`src/rtl/axil_arbiter_2x1.sv`:
```
// Two-master to one-slave AXI4-Lite arbiter. The write and read paths each
// have their own round-robin arbiter and allow one transaction in flight.
// Once a path holds a grant, its channels pass through combinationally.
//
// state  | meaning
// W_IDLE | no write grant held; pick a winner among pending AW requests
// W_XFER | forward AW and W from the granted master until both handshake
// W_RESP | forward B to the granted master until it is accepted
// R_IDLE | no read grant held; pick a winner among pending AR requests
// R_ADDR | forward AR from the granted master until it handshakes
// R_RESP | forward R to the granted master until it is accepted
module axil_arbiter_2x1 #(
   parameter int DATA_WIDTH = 32,
   parameter int ADDR_WIDTH = 32,
   parameter int STRB_WIDTH = DATA_WIDTH / 8
) (
   input  logic                  clk,
   input  logic                  rst,
   input  logic [ADDR_WIDTH-1:0] s0_awaddr,
   input  logic [2:0]            s0_awprot,
   input  logic                  s0_awvalid,
   output logic                  s0_awready,
   input  logic [DATA_WIDTH-1:0] s0_wdata,
   input  logic [STRB_WIDTH-1:0] s0_wstrb,
   input  logic                  s0_wvalid,
   output logic                  s0_wready,
   output logic [1:0]            s0_bresp,
   output logic                  s0_bvalid,
   input  logic                  s0_bready,
   input  logic [ADDR_WIDTH-1:0] s0_araddr,
   input  logic [2:0]            s0_arprot,
   input  logic                  s0_arvalid,
   output logic                  s0_arready,
   output logic [DATA_WIDTH-1:0] s0_rdata,
   output logic [1:0]            s0_rresp,
   output logic                  s0_rvalid,
   input  logic                  s0_rready,
   input  logic [ADDR_WIDTH-1:0] s1_awaddr,
   input  logic [2:0]            s1_awprot,
   input  logic                  s1_awvalid,
   output logic                  s1_awready,
   input  logic [DATA_WIDTH-1:0] s1_wdata,
   input  logic [STRB_WIDTH-1:0] s1_wstrb,
   input  logic                  s1_wvalid,
   output logic                  s1_wready,
   output logic [1:0]            s1_bresp,
   output logic                  s1_bvalid,
   input  logic                  s1_bready,
   input  logic [ADDR_WIDTH-1:0] s1_araddr,
   input  logic [2:0]            s1_arprot,
   input  logic                  s1_arvalid,
   output logic                  s1_arready,
   output logic [DATA_WIDTH-1:0] s1_rdata,
   output logic [1:0]            s1_rresp,
   output logic                  s1_rvalid,
   input  logic                  s1_rready,
   output logic [ADDR_WIDTH-1:0] m_awaddr,
   output logic [2:0]            m_awprot,
   output logic                  m_awvalid,
   input  logic                  m_awready,
   output logic [DATA_WIDTH-1:0] m_wdata,
   output logic [STRB_WIDTH-1:0] m_wstrb,
   output logic                  m_wvalid,
   input  logic                  m_wready,
   input  logic [1:0]            m_bresp,
   input  logic                  m_bvalid,
   output logic                  m_bready,
   output logic [ADDR_WIDTH-1:0] m_araddr,
   output logic [2:0]            m_arprot,
   output logic                  m_arvalid,
   input  logic                  m_arready,
   input  logic [DATA_WIDTH-1:0] m_rdata,
   input  logic [1:0]            m_rresp,
   input  logic                  m_rvalid,
   output logic                  m_rready
);

   typedef enum logic [1:0] {W_IDLE, W_XFER, W_RESP} wstate_t;
   typedef enum logic [1:0] {R_IDLE, R_ADDR, R_RESP} rstate_t;

   wstate_t r_wstate;
   logic    r_wgrant;
   logic    r_last_wgrant;
   logic    r_aw_done;
   logic    r_w_done;
   rstate_t r_rstate;
   logic    r_rgrant;
   logic    r_last_rgrant;

   logic w_wpick, w_rpick;
   logic w_xfer, w_wresp, w_raddr, w_rresp;
   logic w_aw_hs, w_w_hs, w_b_hs, w_ar_hs, w_r_hs;
   logic w_sel_awvalid, w_sel_wvalid, w_sel_arvalid;

   // On a tie the master that did not win last time gets the path
   assign w_wpick = (s0_awvalid & s1_awvalid) ? ~r_last_wgrant : s1_awvalid;
   assign w_rpick = (s0_arvalid & s1_arvalid) ? ~r_last_rgrant : s1_arvalid;

   assign w_xfer  = (r_wstate == W_XFER);
   assign w_wresp = (r_wstate == W_RESP);
   assign w_raddr = (r_rstate == R_ADDR);
   assign w_rresp = (r_rstate == R_RESP);

   assign w_sel_awvalid = r_wgrant ? s1_awvalid : s0_awvalid;
   assign w_sel_wvalid  = r_wgrant ? s1_wvalid  : s0_wvalid;
   assign w_sel_arvalid = r_rgrant ? s1_arvalid : s0_arvalid;

   assign m_awvalid = w_xfer & w_sel_awvalid & ~r_aw_done;
   assign m_awaddr  = w_xfer ? (r_wgrant ? s1_awaddr : s0_awaddr) : '0;
   assign m_awprot  = w_xfer ? (r_wgrant ? s1_awprot : s0_awprot) : '0;
   assign m_wvalid  = w_xfer & w_sel_wvalid & ~r_w_done;
   assign m_wdata   = w_xfer ? (r_wgrant ? s1_wdata : s0_wdata) : '0;
   assign m_wstrb   = w_xfer ? (r_wgrant ? s1_wstrb : s0_wstrb) : '0;
   assign m_bready  = w_wresp & (r_wgrant ? s1_bready : s0_bready);

   assign s0_awready = w_xfer & ~r_wgrant & m_awready & ~r_aw_done;
   assign s1_awready = w_xfer &  r_wgrant & m_awready & ~r_aw_done;
   assign s0_wready  = w_xfer & ~r_wgrant & m_wready & ~r_w_done;
   assign s1_wready  = w_xfer &  r_wgrant & m_wready & ~r_w_done;
   assign s0_bvalid  = w_wresp & ~r_wgrant & m_bvalid;
   assign s1_bvalid  = w_wresp &  r_wgrant & m_bvalid;
   assign s0_bresp   = (w_wresp & ~r_wgrant) ? m_bresp : 2'b00;
   assign s1_bresp   = (w_wresp &  r_wgrant) ? m_bresp : 2'b00;

   assign m_arvalid = w_raddr & w_sel_arvalid;
   assign m_araddr  = w_raddr ? (r_rgrant ? s1_araddr : s0_araddr) : '0;
   assign m_arprot  = w_raddr ? (r_rgrant ? s1_arprot : s0_arprot) : '0;
   assign m_rready  = w_rresp & (r_rgrant ? s1_rready : s0_rready);

   assign s0_arready = w_raddr & ~r_rgrant & m_arready;
   assign s1_arready = w_raddr &  r_rgrant & m_arready;
   assign s0_rvalid  = w_rresp & ~r_rgrant & m_rvalid;
   assign s1_rvalid  = w_rresp &  r_rgrant & m_rvalid;
   assign s0_rdata   = (w_rresp & ~r_rgrant) ? m_rdata : '0;
   assign s1_rdata   = (w_rresp &  r_rgrant) ? m_rdata : '0;
   assign s0_rresp   = (w_rresp & ~r_rgrant) ? m_rresp : 2'b00;
   assign s1_rresp   = (w_rresp &  r_rgrant) ? m_rresp : 2'b00;

   assign w_aw_hs = m_awvalid & m_awready;
   assign w_w_hs  = m_wvalid & m_wready;
   assign w_b_hs  = m_bvalid & m_bready;
   assign w_ar_hs = m_arvalid & m_arready;
   assign w_r_hs  = m_rvalid & m_rready;

   // Write path: arbitrate, collect AW and W handshakes in any order, then B
   always_ff @(posedge clk or negedge rst) begin
      if (!rst) begin
         r_wstate      <= W_IDLE;
         r_wgrant      <= 1'b0;
         r_last_wgrant <= 1'b1;
         r_aw_done     <= 1'b0;
         r_w_done      <= 1'b0;
      end else begin
         case (r_wstate)
            W_IDLE: begin
               if (s0_awvalid | s1_awvalid) begin
                  r_wgrant <= w_wpick;
                  r_wstate <= W_XFER;
               end
            end
            W_XFER: begin
               if (w_aw_hs) r_aw_done <= 1'b1;
               if (w_w_hs)  r_w_done  <= 1'b1;
               if ((r_aw_done | w_aw_hs) & (r_w_done | w_w_hs)) r_wstate <= W_RESP;
            end
            W_RESP: begin
               if (w_b_hs) begin
                  r_last_wgrant <= r_wgrant;
                  r_aw_done     <= 1'b0;
                  r_w_done      <= 1'b0;
                  r_wstate      <= W_IDLE;
               end
            end
            default: r_wstate <= W_IDLE;
         endcase
      end
   end

   // Read path: arbitrate, forward AR until accepted, then R until accepted
   always_ff @(posedge clk or negedge rst) begin
      if (!rst) begin
         r_rstate      <= R_IDLE;
         r_rgrant      <= 1'b0;
         r_last_rgrant <= 1'b1;
      end else begin
         case (r_rstate)
            R_IDLE: begin
               if (s0_arvalid | s1_arvalid) begin
                  r_rgrant <= w_rpick;
                  r_rstate <= R_ADDR;
               end
            end
            R_ADDR: begin
               if (w_ar_hs) r_rstate <= R_RESP;
            end
            R_RESP: begin
               if (w_r_hs) begin
                  r_last_rgrant <= r_rgrant;
                  r_rstate      <= R_IDLE;
               end
            end
            default: r_rstate <= R_IDLE;
         endcase
      end
   end

endmodule

```
`config.mk`:
```
export PLATFORM = sky130hd
export DESIGN_NAME = axil_arbiter_2x1
export DESIGN_NICKNAME = d
export VERILOG_FILES = /design/src/rtl/axil_arbiter_2x1.sv
export SDC_FILE = /design/constraint.sdc
export NUM_CORES = 1
export LEC_CHECK = 0
export ABC_AREA = 1
export BUFFER_PORTS_ARGS = -buffer_cell sky130_fd_sc_hd__buf_2
export CAP_MARGIN = 0
export CORE_AREA = 5 5 177 179
export CTS_CLUSTER_DIAMETER = 40
export DETAILED_ROUTE_END_ITERATION = 8
export DIE_AREA = 0 0 182 184
export PLACE_DENSITY = 0.34
export SYNTH_ARGS = -nofsm -noshare
export SYNTH_HDL_FRONTEND = slang
export SYNTH_SLANG_ARGS = --single-unit
```
`constraint.sdc`:
```
create_clock -name clk -period 1.2 [get_ports clk]
set_clock_uncertainty 0.1 [all_clocks]
set_input_delay 0.18 -clock clk [delete_from_list [all_inputs] [get_ports clk]]
set_output_delay 0.18 -clock clk [all_outputs]
set_load 0.005 [all_outputs]
```
== Word level (Yosys, flattened, before mapping) ==
Index checks and enable logic that the tools add are counted.

* Bits in registers: 10
* Output and inout port bits: 193
* Word-level logic and storage cells: 116

* Equality and inequality tests: 12
* Muxes and demuxes: 38
* Bitwise gates (word level): 47
* Reduce and logical (&&, ||, !) cells: 11

{| class="wikitable"
|+ Operators with widths
! operator !! number
|-
| two-way mux 32 bit || 8
|-
| AND 1 bit || 37
|-
| two-way mux 2 bit || 10
|-
| two-way mux 3 bit || 4
|-
| != test 2 x 1 -> 1 bit, second input constant || 6
|-
| case mux 2 bit (3 select lines) || 2
|-
| AND reduction 3 bit || 4
|-
| two-way mux 1 bit || 10
|-
| two-way mux 4 bit || 2
|-
| AND reduction 2 bit || 4
|-
| inverter 1 bit || 6
|-
| equality test 2 x 1 -> 1 bit, second input constant || 2
|-
| equality test 2 bit, second input constant || 2
|-
| logical NOT 2 bit || 2
|-
| != test 2 bit, second input constant || 2
|-
| bitwise OR 1 bit || 4
|-
| case mux 1 bit (2 select lines) || 2
|-
| nonzero test 2 bit || 1
|}

== Depth between registers and ports, before layout ==
Gate-level depths: netlist (run 1).

* Depth in word-level cells: 8
* Mapped depth: 8
* Gate-level depth less buffers: 8

== Least setup slack after synthesis (run 1) ==
OpenSTA, ideal clock, no wires.

* Kind: flip-flop to output port
* Start: register r_wgrant
* End: output m_wdata[26]
* Arrival: 1,038 ps
* Required time: 920 ps
* Setup slack: -118 ps
* Stages on the path, launching flop included: 6
* Path buffers: 2
* Cells stage by stage: dfrtp_1 inv_2 buf_2 buf_2 nand2_1 a21oi_1

* Longest elaborated chain between the ends: 2

{| class="wikitable"
|+ Ends and longest elaborated chain
! element !! RTL line !! text
|-
| start: declaration || 82 || <nowiki>logic r_wgrant;</nowiki>
|-
| start signal: assignment || 157 || <nowiki>r_wgrant <= w_wpick;</nowiki>
|-
| two-way mux 32 bit (2 in series) || 112 || <nowiki>assign m_wdata = w_xfer ? (r_wgrant ? s1_wdata : s0_wdata) : '0;</nowiki>
|-
| end: declaration || 61 || <nowiki>output logic [DATA_WIDTH-1:0] m_wdata,</nowiki>
|}

No other way between the ends.

== Worst setup path in the final report (run 1) ==
* Start: register r_wstate[1]
* End: output s1_bresp[1]

* Longest elaborated chain between the ends: 3

{| class="wikitable"
|+ Ends and longest elaborated chain
! element !! RTL line !! text
|-
| start: declaration || 81 || <nowiki>wstate_t r_wstate;</nowiki>
|-
| start signal: assignment || 148 || <nowiki>r_wstate <= W_IDLE;</nowiki>
|-
| start signal: assignment || 158 || <nowiki>r_wstate <= W_XFER;</nowiki>
|-
| start signal: assignment || 164 || <nowiki>if ((r_aw_done | w_aw_hs) & (r_w_done | w_w_hs)) r_wstate <= W_RESP;</nowiki>
|-
| equality test 2 bit || 100 || <nowiki>assign w_wresp = (r_wstate == W_RESP);</nowiki>
|-
| AND 1 bit || 123 || <nowiki>assign s1_bresp = (w_wresp & r_wgrant) ? m_bresp : 2'b00;</nowiki>
|-
| two-way mux 2 bit || 123 ||
|-
| end: declaration || 46 || <nowiki>output logic [1:0] s1_bresp,</nowiki>
|}

No other way between the ends.

==> summary.txt, run 1 <==
Floorplan
  • Num rows: 63
  • Core area: 29,400 µm²
  • I/O pin count: 458
  • Initial core utilization: between 8 and 9%
  • Die Area: roughly 33,000 µm²
  • Die Y: ~180 µm
  • Die Wd: 182 µm

STA
  • Relative slew slack: 79.6%
  • Final worst-path cycle share: 144%
  • Setup slack after layout: -525 ps
  • Tmin final: 1730 ps
  • Max Transition Viols Final: 0
  • Final TNS setup: -90,880 ps
  • RSZ-0062 raised after global routing: yes
  • Final Hold Slack: 124 ps
  • Final Hold Vio Count: 0
  • Least-Margin Pin Slew: between 300 and 400 ps
  • Setup-failing EPs final: 201
  • Fmax: 0.580 GHz

Yosys
  • Synth Area in Compound Gates: around 16%
  • Ys async rst share: 100%
  • Syn Inst Count: 571
  • Synth area leaders: nand2_1, nand3_1, a21oi_1, nor2_1, dfrtp_1
  • Syn Area/Cell: 4.63 µm²
  • Count leader, synth: nand2_1
  • Area share of the largest cell type after synthesis: between 30% and 40%
  • Post-synth EDFFs: 0
  • Ys Warns: 0
  • Mapped Area: 2650 µm²
  • Seq/Total Area, Yosys: 9.56%
  • Main synth FF type: dfrtp_1
  • Synth Area in Adders: 0%
  • Largest family of logic cells by synthesized area: simple AND/OR/NAND/NOR gates
  • Yosys reg bits: 10
  • Syn nets: 836
  • Top cells by count, synth: nand2_1, nor2_1, nand3_1, a21oi_1, inv_1
  • Yosys cell types: 22
  • Synth Area in XOR/XNOR: 0%
  • Area leader, netlist: nand2_1
  • Post-synthesis mux area share: 0%
  • Simple-gate share of the synthesized area: 58.8%

Global route
  • Total track usage: 11.7%
  • Remaining global-route overflow: 0
  • Initial antenna violation count: 0
  • First-pass GRT wire length: 31,300 µm
  • Vias in the first global route: 5,656
  • Largest net degree at the start of global routing: 36

Cells and area
  • Number of diodes: 0
  • Fin area: 7360 µm²
  • Fin cells: 1,461
  • Final core occ: roughly a quarter
  • Final nets: roughly 1,300
  • Area growth, synth to finish: 178%
  • Layout cells sized above 1: a little under 70%

Clock tree
  • TritonCTS clock tree: done
  • Worst skew pair latency: 240 ps
  • Clock Sinks: 10
  • Clock-pin slew on the worst setup and hold paths: around 50 ps
  • Cts bufs inserted: 3
  • CTS max path bufs: 2
  • CTS Root Buffer Type: clkbuf_16
  • H-tree levels: 1

Power and ir drop
  • Total Power: 15.7 mW
  • Pwr/cell area: ~2100 nW/µm²
  • Maximum vdd drop: 1280 µV
  • Lkg Pwr: 4.28 nW

Setup path
  • CP Capture Type: primary output
  • CP arrival: 1450 ps
  • Worst-path fanout max: 4
  • WP data required: 920 ps
  • CP startpoint kind: register
  • Setup CP Type: register to primary output

Place
  • Post-DP Area: 5820 µm²
  • IO Port Bufs: between 400 and 500
  • Placed cells: 1,418
  • Gpl congestion: roughly 0.87
  • DP Wirelength: 18,000 µm
  • Placement Setup Slack: -292 ps

Min path
  • Hold Crit Class: primary input to register

Status
  • Status: finished, violations left
  • Failing checks: setup timing

Route
  • Via count: 5,671
  • Remaining antenna violation count: 0
  • DRT iter0 DRCs: around 190
  • Wire length per cell: 16.1 µm
  • Vias per cell: 3.88
  • 1st-pass router iterations: 4
  • Final wirelength: 23,500 µm
  • Residual DRC count: 0

Job
  • Max Cap Viol: 0
[power breakdown]
group	switching [mW]	total, mW	internal [mW]	leakage, nW
registers	0.264	0.806	0.542	0.116
logic	7.21	14.2	7.01	4.12
clock network	0.182	0.686	0.504	0.0442
[kinds of logic after synthesis]
kind of cell / count (synthesis)
DFF: 10
buffers and inverters: 97
and+or+nand+nor: 381
AOI/OAI and AO/OA: 83
[worst max-delay path: stages, from the launching register on]
cell	delay, ps
dfrtp_1	400
inv_4	80
buf_12	130
nor2_4	240
nand2_8	100
nor2_4	120
buf_2	120
[layout make-up]
cell class / instances / area, µm²
Clock buffer: 4 / 88.8
Sequential cell: 10 / 255
Inverter: 52 / 203
Multi-Input combinational cell: 465 / 2770
Fill cell: 3397 / 22000
Tap cell: 390 / 488
Timing Repair Buffer: 540 / 3560
[worst paths after layout]
check | cells past startpoint | from | slack (ps) | end
min reg2reg | 2 | r_last_wgrant | 370 | r_last_wgrant
max in group asynchronous | 2 | rst | 440 | r_last_wgrant
min | 3 | m_awready | 120 | r_aw_done
max reg2reg | 8 | r_rstate[0] | -310 | r_rstate[0]
min in group asynchronous | 2 | rst | 280 | r_rgrant
max | 6 | r_wstate[1] | -530 | s1_bresp[1]
[placed cells by master (no fill, tap or decap), types with 5 or more instances in the layout]
cell type | netlist | routed
nand2_1 | 212 | 155
nand2_2 | 1 | 37
a21oi_2 | 1 | 59
buf_4 | 0 | 26
inv_1 | 46 | 44
nand3_2 | 0 | 11
inv_2 | 6 | 6
nor2_1 | 82 | 57
nor2_4 | 1 | 11
buf_12 | 0 | 23
nand3_1 | 75 | 63
a21oi_1 | 73 | 10
buf_2 | 37 | 454
nor2_2 | 3 | 18
dfrtp_1 | 8 | 6
buf_8 | 0 | 5
a21oi_4 | 0 | 5
nand2_4 | 0 | 19
clkbuf_16 | 0 | 15
buf_6 | 0 | 17
[timing repair]
| item | CTS | global route |
|---|---|---|
| pin swaps | 3 | 31 |
| setup buffers | 12 | 9 |
| gates cloned | 4 | 17 |
| setup endpoints to repair | 201 | 203 |
| gates resized for setup | 58 | 168 |
| hold buffers | 1 | 0 |
| endpoints found under the hold margin | 8 | 0 |
[metal layers]
layer  up-vias  track usage [%]  part of all wire, %
met1      2543             12.7                   36
met5         -                0                    0
met2       297             22.2                   53
met4         0             1.98                  1.9
li1       2807                -                    -
met3        24             3.92                  9.1
[sequential cells by signal (all words and copies together) (netlist names)]
| register | count |
|---|---|
| r_aw_done | 1 |
| r_wstate | 2 |
| r_w_done | 1 |
| r_wgrant | 1 |
| r_rstate | 2 |
| r_last_rgrant | 1 |
| r_rgrant | 1 |
| r_last_wgrant | 1 |
(Power assumes the default switching activity.)
==> run 2, diff against run 1 <==
CELL_PAD_IN_SITES_DETAIL_PLACEMENT = 1   (was unset)
CELL_PAD_IN_SITES_GLOBAL_PLACEMENT = 2   (was unset)
CORE_AREA = 5 5 174 176   (was 5 5 177 179)
DIE_AREA = 0 0 179 181   (was 0 0 182 184)
PLACE_DENSITY = 0.83   (was 0.34)
==> run 2 against run 1 <==
- flip-flop and latch count unchanged
- setup slack got worse by 62 ps
- critical path depth stayed put
- routed wire length increased by 8.4%
- cell area is 14% higher
- sequential power rose by 2.5%
- core utilization grew 4.4 points
- total power is 12% higher
- the run still ends with setup timing left
- highest routed layer unchanged
- non-clock buffer count grew 19
- hold slack worse by 0.59 ps
- largest power group unchanged
==> summary.txt, run 2 (synthesis results as in run 1) <==
Status
  • Status: finished, violations left
  • Failing checks: setup timing

Global route
  • Initial antenna violation count: 2
  • Met3 usage: 4.03%
  • Largest net degree at the start of global routing: 36
  • Gr busiest metal: met2
  • Total track usage: 13.1%
  • Remaining global-route overflow: 0
  • Vias in the first global route: 6,156
  • First-pass GRT wire length: 33,700 µm
  • Met1 usage: 13.3%
  • Met2 GRT Util: approximately a quarter

STA
  • Tmin final: 1790 ps
  • Final Hold Slack: approximately 120 ps
  • Least-Margin Pin Slew: 382 ps
  • Max Transition Viols Final: 0
  • Final Hold Vio Count: 0
  • Setup slack after layout: -587 ps
  • RSZ-0062 raised after global routing: yes
  • Final worst-path cycle share: 149%
  • Final TNS setup: -99,970 ps
  • Setup-failing EPs final: 203
  • Fmax: 0.559 GHz
  • Relative slew slack: 74.5%

Route
  • Wire length per cell: 17.3 µm
  • Final wirelength: 25,500 µm
  • 1st-pass router iterations: 4
  • DRT iter0 DRCs: 140
  • Residual DRC count: 0
  • Vias per cell: 4.04
  • Via count: 5,953
  • Remaining antenna violation count: 0

Setup path
  • Critical path's slowest cell: dfrtp_2
  • Family with the most delay on the worst path: buffers and inverters
  • CP startpoint kind: register
  • Slowest stage delay, CP: ~430 ps
  • CP Buf/Inv Count: 3
  • WP data required: 920 ps
  • Crit-path cells: nor2_4 > buf_6 > nand2_4 > buf_12 > nor2_1 > buf_2
  • Worst-path fanout max: 35
  • CP startpoint: r_rstate[0]
  • Setup CP Type: register to primary output
  • RR Startpoint: r_wgrant
  • CP Capture Type: primary output
  • CP arrival: 1510 ps

Floorplan
  • Die Wd: between 150 and 200 µm
  • Initial core utilization: 9.29%
  • Num rows: 62
  • I/O pin count: ~460
  • Die Y: 181 µm
  • Core area: about 28,000 µm²
  • Die Area: 32,400 µm²

Place
  • Placement Setup Slack: -318 ps
  • Gpl congestion: roughly 0.80
  • IO Port Bufs: around 460
  • DP Wirelength: 18,800 µm
  • Placed cells: 1,408
  • Post-DP Area: 5770 µm²

Cells and area
  • Final core occ: 29.5%
  • Most common cell after layout, fill and taps aside: buf_2
  • Final nets: around 1,400
  • Fin area: about 8400 µm²
  • Fin cells: 1,474
  • Layout cells sized above 1: 75.6%
  • Biggest registers after layout: r_rstate x2, r_wstate x2
  • Area growth, synth to finish: 217%
  • Commonest cells after routing, fill and taps aside: buf_2, nand2_1, a21oi_2

Job
  • Max Cap Viol: 0

Clock tree
  • CTS max path bufs: 2
  • H-tree levels: 1
  • CTS Root Buffer Type: clkbuf_16
  • Clock Sinks: 10
  • Worst skew pair latency: between 200 and 250 ps
  • Cts bufs inserted: 3
  • Clock-pin slew on the worst setup and hold paths: ~40 ps
  • TritonCTS clock tree: done

Min path
  • Hold Crit Class: primary input to register
  • Beginning of the worst hold path: m_rvalid

Power and ir drop
  • Total Power: 17.6 mW
  • Lkg Pwr: approximately 4.6 nW
  • Maximum vdd drop: 902 µV
  • Pwr/cell area: 2100 nW/µm²
run 2: changes by cell type in the layout (fill, tap and decap cells not counted), sizes merged:
| cell | change |
|---|---|
| diode | +1 |
| nand2 | -1 |
| buf | +17 |
| clkbuf | +2 |
run 2: worst paths after layout:
check / endpoint / slack [ps] / depth (start not counted)
max: s0_rdata[19] / -590 / 6
min: r_last_rgrant / 120 / 3
max reg2reg: r_w_done / -360 / 10
min reg2reg: r_last_rgrant / 390 / 2
max in group asynchronous: r_last_rgrant / 450 / 2
min in group asynchronous: r_w_done / 270 / 2
run 2: worst reg2reg max path: cells and delay by family, from the launching register on:
family	cells	cell delay, ps
buf+inv	4	480
flops	1	460
simple gates	6	420
run 2: final cells by class:
cell class	count	area, µm²
Clock buffer	4	88.8
Multi-Input combinational cell	464	3320
Sequential cell	10	256
Fill cell	3553	20100
Tap cell	384	480
Antenna cell	1	2.50
Timing Repair Buffer	559	4030
Inverter	52	203
run 2: metal layers:
layer	up-vias	part of all wire, %
met3	30	9.5
met2	300	54
met4	0	2.3
li1	2839	-
met1	2784	35
met5	-	0
run 2: what timing repair did:
action	4_1_cts	5_1_grt
endpoints found under the setup margin	201	203
hold buffers	1	0
buffers inserted	19	19
pin swaps	18	67
hold endpoints to repair	10	0
gates resized for setup	100	312
cloned	11	15
run 2: power breakdown:
part	internal, mW	switching, mW	total, mW
Sequential	0.546	0.280	0.826
Clock	0.503	0.173	0.676
Combinational	8.06	8.02	16.1
Total	9.11	8.47	17.6
